$ cat src/rtl/ps2_kbd_rx_pkg.sv
// Shared PS/2 definitions: prefix byte values, receive FSM encoding, parity helper.
package ps2_kbd_rx_pkg;

  localparam logic [7:0] PS2_EXT = 8'hE0;
  localparam logic [7:0] PS2_BRK = 8'hF0;

  typedef enum logic [1:0] {
    ST_IDLE   = 2'd0,
    ST_DATA   = 2'd1,
    ST_PARITY = 2'd2,
    ST_STOP   = 2'd3
  } ps2_state_e;

  // Odd parity holds when byte plus parity bit carry an odd number of ones.
  function automatic logic odd_parity_ok(input logic [7:0] data, input logic par);
    return ^{data, par};
  endfunction

endpackage

$ cat src/rtl/ps2_line_filter.sv
// Two-flop synchroniser followed by a stability filter; idles high.
module ps2_line_filter
  import ps2_kbd_rx_pkg::*;
#(
  parameter int unsigned C_FILTER_LEN = 8
) (
  input  logic clk,
  input  logic reset,
  input  logic line_i,
  output logic line_o
);

  localparam int unsigned CNT_W = $clog2(C_FILTER_LEN);
  localparam logic [CNT_W-1:0] CNT_LAST = CNT_W'(C_FILTER_LEN - 1);

  logic [1:0]       sync_q;
  logic             filt_q, filt_d;
  logic [CNT_W-1:0] cnt_q, cnt_d;

  // Count consecutive synced samples that disagree with the filtered value.
  always_comb begin
    filt_d = filt_q;
    cnt_d  = '0;
    if (sync_q[1] != filt_q) begin
      if (cnt_q == CNT_LAST) begin
        filt_d = sync_q[1];
      end else begin
        cnt_d = cnt_q + CNT_W'(1);
      end
    end
  end

  // Synchroniser, filter output and run counter.
  always_ff @(posedge clk or posedge reset) begin
    if (reset) begin
      sync_q <= 2'b11;
      filt_q <= 1'b1;
      cnt_q  <= '0;
    end else begin
      sync_q <= {sync_q[0], line_i};
      filt_q <= filt_d;
      cnt_q  <= cnt_d;
    end
  end

  assign line_o = filt_q;

endmodule

$ cat src/rtl/ps2_kbd_rx.sv
// PS/2 keyboard receiver: deframes device-to-host bytes and folds E0/F0 prefixes into flags.
module ps2_kbd_rx
  import ps2_kbd_rx_pkg::*;
#(
  parameter int unsigned C_FILTER_LEN = 8,
  parameter int unsigned C_TIMEOUT    = 80000
) (
  input  logic       clk,
  input  logic       reset,
  input  logic       ps2clk_i,
  input  logic       ps2data_i,
  output logic [7:0] code,
  output logic       code_valid,
  output logic       extended,
  output logic       released,
  output logic [7:0] last_code,
  output logic       err_parity,
  output logic       err_frame
);

  localparam int unsigned TO_W = $clog2(C_TIMEOUT);
  // Counter holds clks elapsed since the last fall event; the abort strobe
  // lands in the cycle the elapsed count reaches C_TIMEOUT-1.
  localparam logic [TO_W-1:0] TO_LAST = TO_W'(C_TIMEOUT - 2);

  logic ps2clk_f, ps2data_f;
  logic clk_prev_q;
  logic fall_c;
  logic par_ok_c;

  ps2_state_e      state_q, state_d;
  logic [2:0]      bitcnt_q, bitcnt_d;
  logic [7:0]      shift_q, shift_d;
  logic            par_q, par_d;
  logic [TO_W-1:0] to_q, to_d;

  logic [7:0] code_q, code_d;
  logic       code_valid_q, code_valid_d;
  logic       extended_q, extended_d;
  logic       released_q, released_d;
  logic [7:0] last_code_q, last_code_d;
  logic       err_parity_q, err_parity_d;
  logic       err_frame_q, err_frame_d;
  logic       ext_pend_q, ext_pend_d;
  logic       brk_pend_q, brk_pend_d;

  ps2_line_filter #(.C_FILTER_LEN(C_FILTER_LEN)) u_clk_filt (
    .clk    (clk),
    .reset  (reset),
    .line_i (ps2clk_i),
    .line_o (ps2clk_f)
  );

  ps2_line_filter #(.C_FILTER_LEN(C_FILTER_LEN)) u_data_filt (
    .clk    (clk),
    .reset  (reset),
    .line_i (ps2data_i),
    .line_o (ps2data_f)
  );

  assign fall_c   = clk_prev_q & ~ps2clk_f;
  assign par_ok_c = odd_parity_ok(shift_q, par_q);

  // Frame FSM, timeout, prefix folding and output strobes.
  always_comb begin
    state_d      = state_q;
    bitcnt_d     = bitcnt_q;
    shift_d      = shift_q;
    par_d        = par_q;
    to_d         = to_q;
    code_d       = code_q;
    code_valid_d = 1'b0;
    extended_d   = extended_q;
    released_d   = released_q;
    last_code_d  = last_code_q;
    err_parity_d = 1'b0;
    err_frame_d  = 1'b0;
    ext_pend_d   = ext_pend_q;
    brk_pend_d   = brk_pend_q;

    case (state_q)
      ST_IDLE: begin
        to_d = '0;
        if (fall_c && !ps2data_f) begin
          state_d  = ST_DATA;
          bitcnt_d = 3'd0;
          to_d     = TO_W'(1);
        end
      end
      ST_DATA: begin
        if (fall_c) begin
          shift_d  = {ps2data_f, shift_q[7:1]};
          bitcnt_d = bitcnt_q + 3'd1;
          to_d     = TO_W'(1);
          if (bitcnt_q == 3'd7) begin
            state_d = ST_PARITY;
          end
        end
      end
      ST_PARITY: begin
        if (fall_c) begin
          par_d   = ps2data_f;
          state_d = ST_STOP;
          to_d    = TO_W'(1);
        end
      end
      ST_STOP: begin
        if (fall_c) begin
          state_d = ST_IDLE;
          to_d    = '0;
          if (!par_ok_c || !ps2data_f) begin
            err_parity_d = ~par_ok_c;
            err_frame_d  = ~ps2data_f;
            ext_pend_d   = 1'b0;
            brk_pend_d   = 1'b0;
          end else if (shift_q == PS2_EXT) begin
            ext_pend_d = 1'b1;
          end else if (shift_q == PS2_BRK) begin
            brk_pend_d = 1'b1;
          end else begin
            code_d       = shift_q;
            extended_d   = ext_pend_q;
            released_d   = brk_pend_q;
            code_valid_d = 1'b1;
            ext_pend_d   = 1'b0;
            brk_pend_d   = 1'b0;
            if (!brk_pend_q) begin
              last_code_d = shift_q;
            end
          end
        end
      end
      default: begin
        state_d = ST_IDLE;
        to_d    = '0;
      end
    endcase

    // A fall event in the same cycle always takes precedence over the abort.
    if (state_q != ST_IDLE && !fall_c) begin
      if (to_q == TO_LAST) begin
        state_d     = ST_IDLE;
        to_d        = '0;
        err_frame_d = 1'b1;
        ext_pend_d  = 1'b0;
        brk_pend_d  = 1'b0;
      end else begin
        to_d = to_q + TO_W'(1);
      end
    end
  end

  // State and output registers.
  always_ff @(posedge clk or posedge reset) begin
    if (reset) begin
      clk_prev_q   <= 1'b1;
      state_q      <= ST_IDLE;
      bitcnt_q     <= 3'd0;
      shift_q      <= 8'd0;
      par_q        <= 1'b0;
      to_q         <= '0;
      code_q       <= 8'd0;
      code_valid_q <= 1'b0;
      extended_q   <= 1'b0;
      released_q   <= 1'b0;
      last_code_q  <= 8'd0;
      err_parity_q <= 1'b0;
      err_frame_q  <= 1'b0;
      ext_pend_q   <= 1'b0;
      brk_pend_q   <= 1'b0;
    end else begin
      clk_prev_q   <= ps2clk_f;
      state_q      <= state_d;
      bitcnt_q     <= bitcnt_d;
      shift_q      <= shift_d;
      par_q        <= par_d;
      to_q         <= to_d;
      code_q       <= code_d;
      code_valid_q <= code_valid_d;
      extended_q   <= extended_d;
      released_q   <= released_d;
      last_code_q  <= last_code_d;
      err_parity_q <= err_parity_d;
      err_frame_q  <= err_frame_d;
      ext_pend_q   <= ext_pend_d;
      brk_pend_q   <= brk_pend_d;
    end
  end

  assign code       = code_q;
  assign code_valid = code_valid_q;
  assign extended   = extended_q;
  assign released   = released_q;
  assign last_code  = last_code_q;
  assign err_parity = err_parity_q;
  assign err_frame  = err_frame_q;

endmodule

$ cat config.mk
export PLATFORM = sky130hd
export DESIGN_NAME = ps2_kbd_rx
export DESIGN_NICKNAME = d
export VERILOG_FILES = /design/src/rtl/ps2_kbd_rx_pkg.sv /design/src/rtl/ps2_line_filter.sv /design/src/rtl/ps2_kbd_rx.sv
export SDC_FILE = /design/constraint.sdc
export NUM_CORES = 1
export LEC_CHECK = 0
export BUFFER_PORTS_ARGS = -buffer_cell sky130_fd_sc_hd__buf_2
export CORE_UTILIZATION = 25
export CTS_CLUSTER_SIZE = 10
export DETAILED_ROUTE_END_ITERATION = 8
export GPL_ROUTABILITY_DRIVEN = 0
export SLEW_MARGIN = 20
export SYNTH_ARGS = -nofsm -noshare
export SYNTH_HDL_FRONTEND = slang
export SYNTH_SLANG_ARGS = --single-unit
$ cat constraint.sdc
create_clock -name clk -period 2.1 [get_ports clk]
set_clock_uncertainty 0.15 [all_clocks]
set_input_delay 0.315 -clock clk [delete_from_list [all_inputs] [get_ports clk]]
set_output_delay 0.315 -clock clk [all_outputs]
set_load 0.005 [all_outputs]
==> results.sh <==
export IMPL_period_share_pct=102
export IMPL_timing_hold_ws_ns=0.204
export IMPL_required_ns=2.15
export IMPL_wirelength_mm=6.51
export IMPL_grt_overflow=0
export IMPL_yosys_top_cells_area="dfrtp_1, mux2_2, dfstp_2"
export IMPL_final_util_pct=36.0
export IMPL_start_util_pct=26.0
export IMPL_status="finished, violations left"
export IMPL_worst_slew_pin_slew_ns=0.596
export IMPL_cts_root_buf="clkbuf_16"
export IMPL_synthCells=269
export IMPL_cap_violations=0
export IMPL_io_buffers=24
export IMPL_crit_arrival_ns=2.19
export IMPL_drc=0
export IMPL_synth_seq_cells=67
export IMPL_syn_nets=285
export IMPL_mostFrequentLayoutCells="dfrtp_1, buf_4, buf_2"
export IMPL_die_area_um2=13100
export IMPL_path_class="reg2reg"
export IMPL_max_slew_margin_rel_pct=60.2
export IMPL_max_freq_mhz=467
export IMPL_startpoint="shift_q[1]"
export IMPL_fin_ws_ns=-0.0427
export IMPL_grt_pass1_vias=2405
export IMPL_cts_tree="done"
export IMPL_vias=2340
export IMPL_synth_edf_count=0
export IMPL_first_pass_iters=6
export IMPL_synth_seq_area_share_pct=53.1
export IMPL_rows=40
export IMPL_rrSetupSlack_ns=-0.04
export IMPL_wl_per_cell_um=12.3
export IMPL_dpl_worst_slack_ns=-0.155
export IMPL_violations="setup timing"
export IMPL_die_h_um=115
export IMPL_hold_end="u_clk_filt.sync_q[1]"
export IMPL_layout_drive_gt1_share_pct=42.1
export IMPL_grt_max_degree=43
export IMPL_antenna_left=0
export IMPL_synth_area_um2=3170
export IMPL_reg2reg_from="shift_q[1]"
export IMPL_reg2reg_depth=6
export IMPL_p_leak_nw=2.18
export IMPL_synthArstFlopShare_pct=100
export IMPL_clock_latency_ns=0.32
export IMPL_synth_top_area_share_pct=47.3
export IMPL_io_pins=25
export IMPL_holdPathStages=0
export IMPL_ys_flop_type="dfrtp_1"
export IMPL_ys_warn_count=0
export IMPL_busiest_layer="met2"
export IMPL_routed_via_density=4.42
export IMPL_path_max_fanout=4
export IMPL_antenna_cells=0
export IMPL_rsz0062_at_grt="yes"
export IMPL_cp_start_kind="flip-flop"
export IMPL_core_um2=12200
export IMPL_met3_usage_pct=3.71
export IMPL_fp_dieW_um=115
export IMPL_clock_sinks=67
export IMPL_grt_pass1_wl_mm=11.4
export IMPL_powerDensity_nw_per_um2=911
export IMPL_end_kind="flip-flop"
export IMPL_cts_clk_slew_worst_paths_ns=0.05
export IMPL_dp_hpwl_mm=4.57
export IMPL_final_hold_violation_count=0
export IMPL_slew_viol_final=0
export IMPL_synth_top_cell_by_area="dfrtp_1"
export IMPL_cts_path_max_buffers=2
export IMPL_r2r_end="last_code[4]"
export IMPL_setup_violations=9
export IMPL_min_period_ns=2.14
export IMPL_hold_start="u_clk_filt.sync_q[0]"
export IMPL_layout_commonest_cell="dfrtp_1"
export IMPL_h_tree_depth=3
export IMPL_worstHoldPathType="reg2reg"
export IMPL_drtIter0Drc=65
export IMPL_grtUsageMet1_pct=14.0
export IMPL_grt_use_total_pct=11.2
export IMPL_nets=372
export IMPL_area_growth_pct=38.5
export IMPL_yosysUniqueCellTypes=47
export IMPL_met2_usage_pct=17.9
export IMPL_cts_made_buffers=9
export IMPL_ir_worst_vdd_v=0.000346
export IMPL_antenna_found_initial=0
export IMPL_syn_area_per_cell_um2=11.8
-- where the power goes --
group          switching (mW)  leakage (nW)  internal [mW]
sequential             0.0558         0.904           1.42
clock                   0.521         0.159           1.10
combinational           0.462          1.11          0.445
-- stage by stage --
stage	area, um^2	total power [mW]	instances	TNS, ns
finish	4400	4.00	529	-0.338
global route	4400	4.23	529	-2.01
CTS	4290	4.02	525	-0.144
detailed placement	3860	2.34	503	-2.08
global placement	3860	2.32	503	-0.571
floorplan	3180	1.96	269	-0.219
-- critical path: stages, from the launching register on --
cell      delay (ns)
dfrtp_1         0.43
xor3_1          0.41
a211oi_2        0.23
mux2i_2         0.11
or2_1           0.26
buf_6           0.15
mux2_4          0.29
-- metal layers --
| metal | up-vias | routed length, um |
|---|---|---|
| li1 | 1140 | - |
| met1 | 1150 | 3210 |
| met2 | 42 | 3020 |
| met3 | 8 | 205 |
| met4 | 0 | 84 |
| met5 | - | 0 |
-- logic make-up after synthesis --
group | synth area share [%]
xor gates and xnor gates | 4.38
buffers and inverters | 2.76
adders and majority gates | 4.73
and+or+nand+nor | 12.6
AOI/OAI and AO/OA | 10.4
muxes | 12.0
DFF | 53.1
-- state kept, by name, indices dropped and copies added, names as in the netlist, 2 cells and up --
signal	cells
code	8
to_q	17
u_clk_filt.sync_q	2
bitcnt_q	3
last_code	8
u_data_filt.sync_q	2
shift_q	8
u_clk_filt.cnt_q	3
u_data_filt.cnt_q	3
state_q	2
-- Yosys cell counts (3+ instances only) --
cell type	number
dfrtp_1	60
mux2_2	21
nand2_1	20
nor2_1	16
o21ai_0	16
ha_1	12
a21oi_1	10
inv_1	10
a31oi_1	8
mux2_4	8
dfstp_2	7
nand3_1	6
nand4_1	6
a21o_1	5
xnor2_1	5
buf_2	4
and2_1	3
clkbuf_1	3
nand2b_1	3
nor3_1	3
nor4_1	3
or3_1	3
xor2_1	3
-- worst max path at each step --
stage                   end  slack (ns)  cells past startpoint
6_report       last_code[4]       -0.04                      6
5_1_grt             to_q[0]       -0.12                      8
4_1_cts        last_code[7]       -0.02                      6
3_5_place_dp        to_q[3]       -0.15                      8
3_3_place_gp        to_q[3]       -0.07                      8
2_1_floorplan  last_code[0]       -0.03                      6
-- what timing repair did --
| action | in CTS | in global routing |
|---|---|---|
| resized for setup | 9 | 21 |
| setup buffers | 3 | 4 |
| cloned | 0 | 0 |
| hold endpoints to repair | 20 | 0 |
| pin swaps | 6 | 1 |
| hold buffers | 3 | 0 |
| setup endpoints to repair | 26 | 37 |
-- final cells by class --
cell class / count / area (um^2)
flip-flops and latches: 67 / 1690
multi-input cells: 183 / 1500
clock inverters: 4 / 72.6
fillers: 1225 / 7820
inverters: 10 / 41.3
repair buffers: 85 / 629
clock buffers: 12 / 256
well taps: 168 / 210
Note: power is estimated with default switching activity, not from simulation.
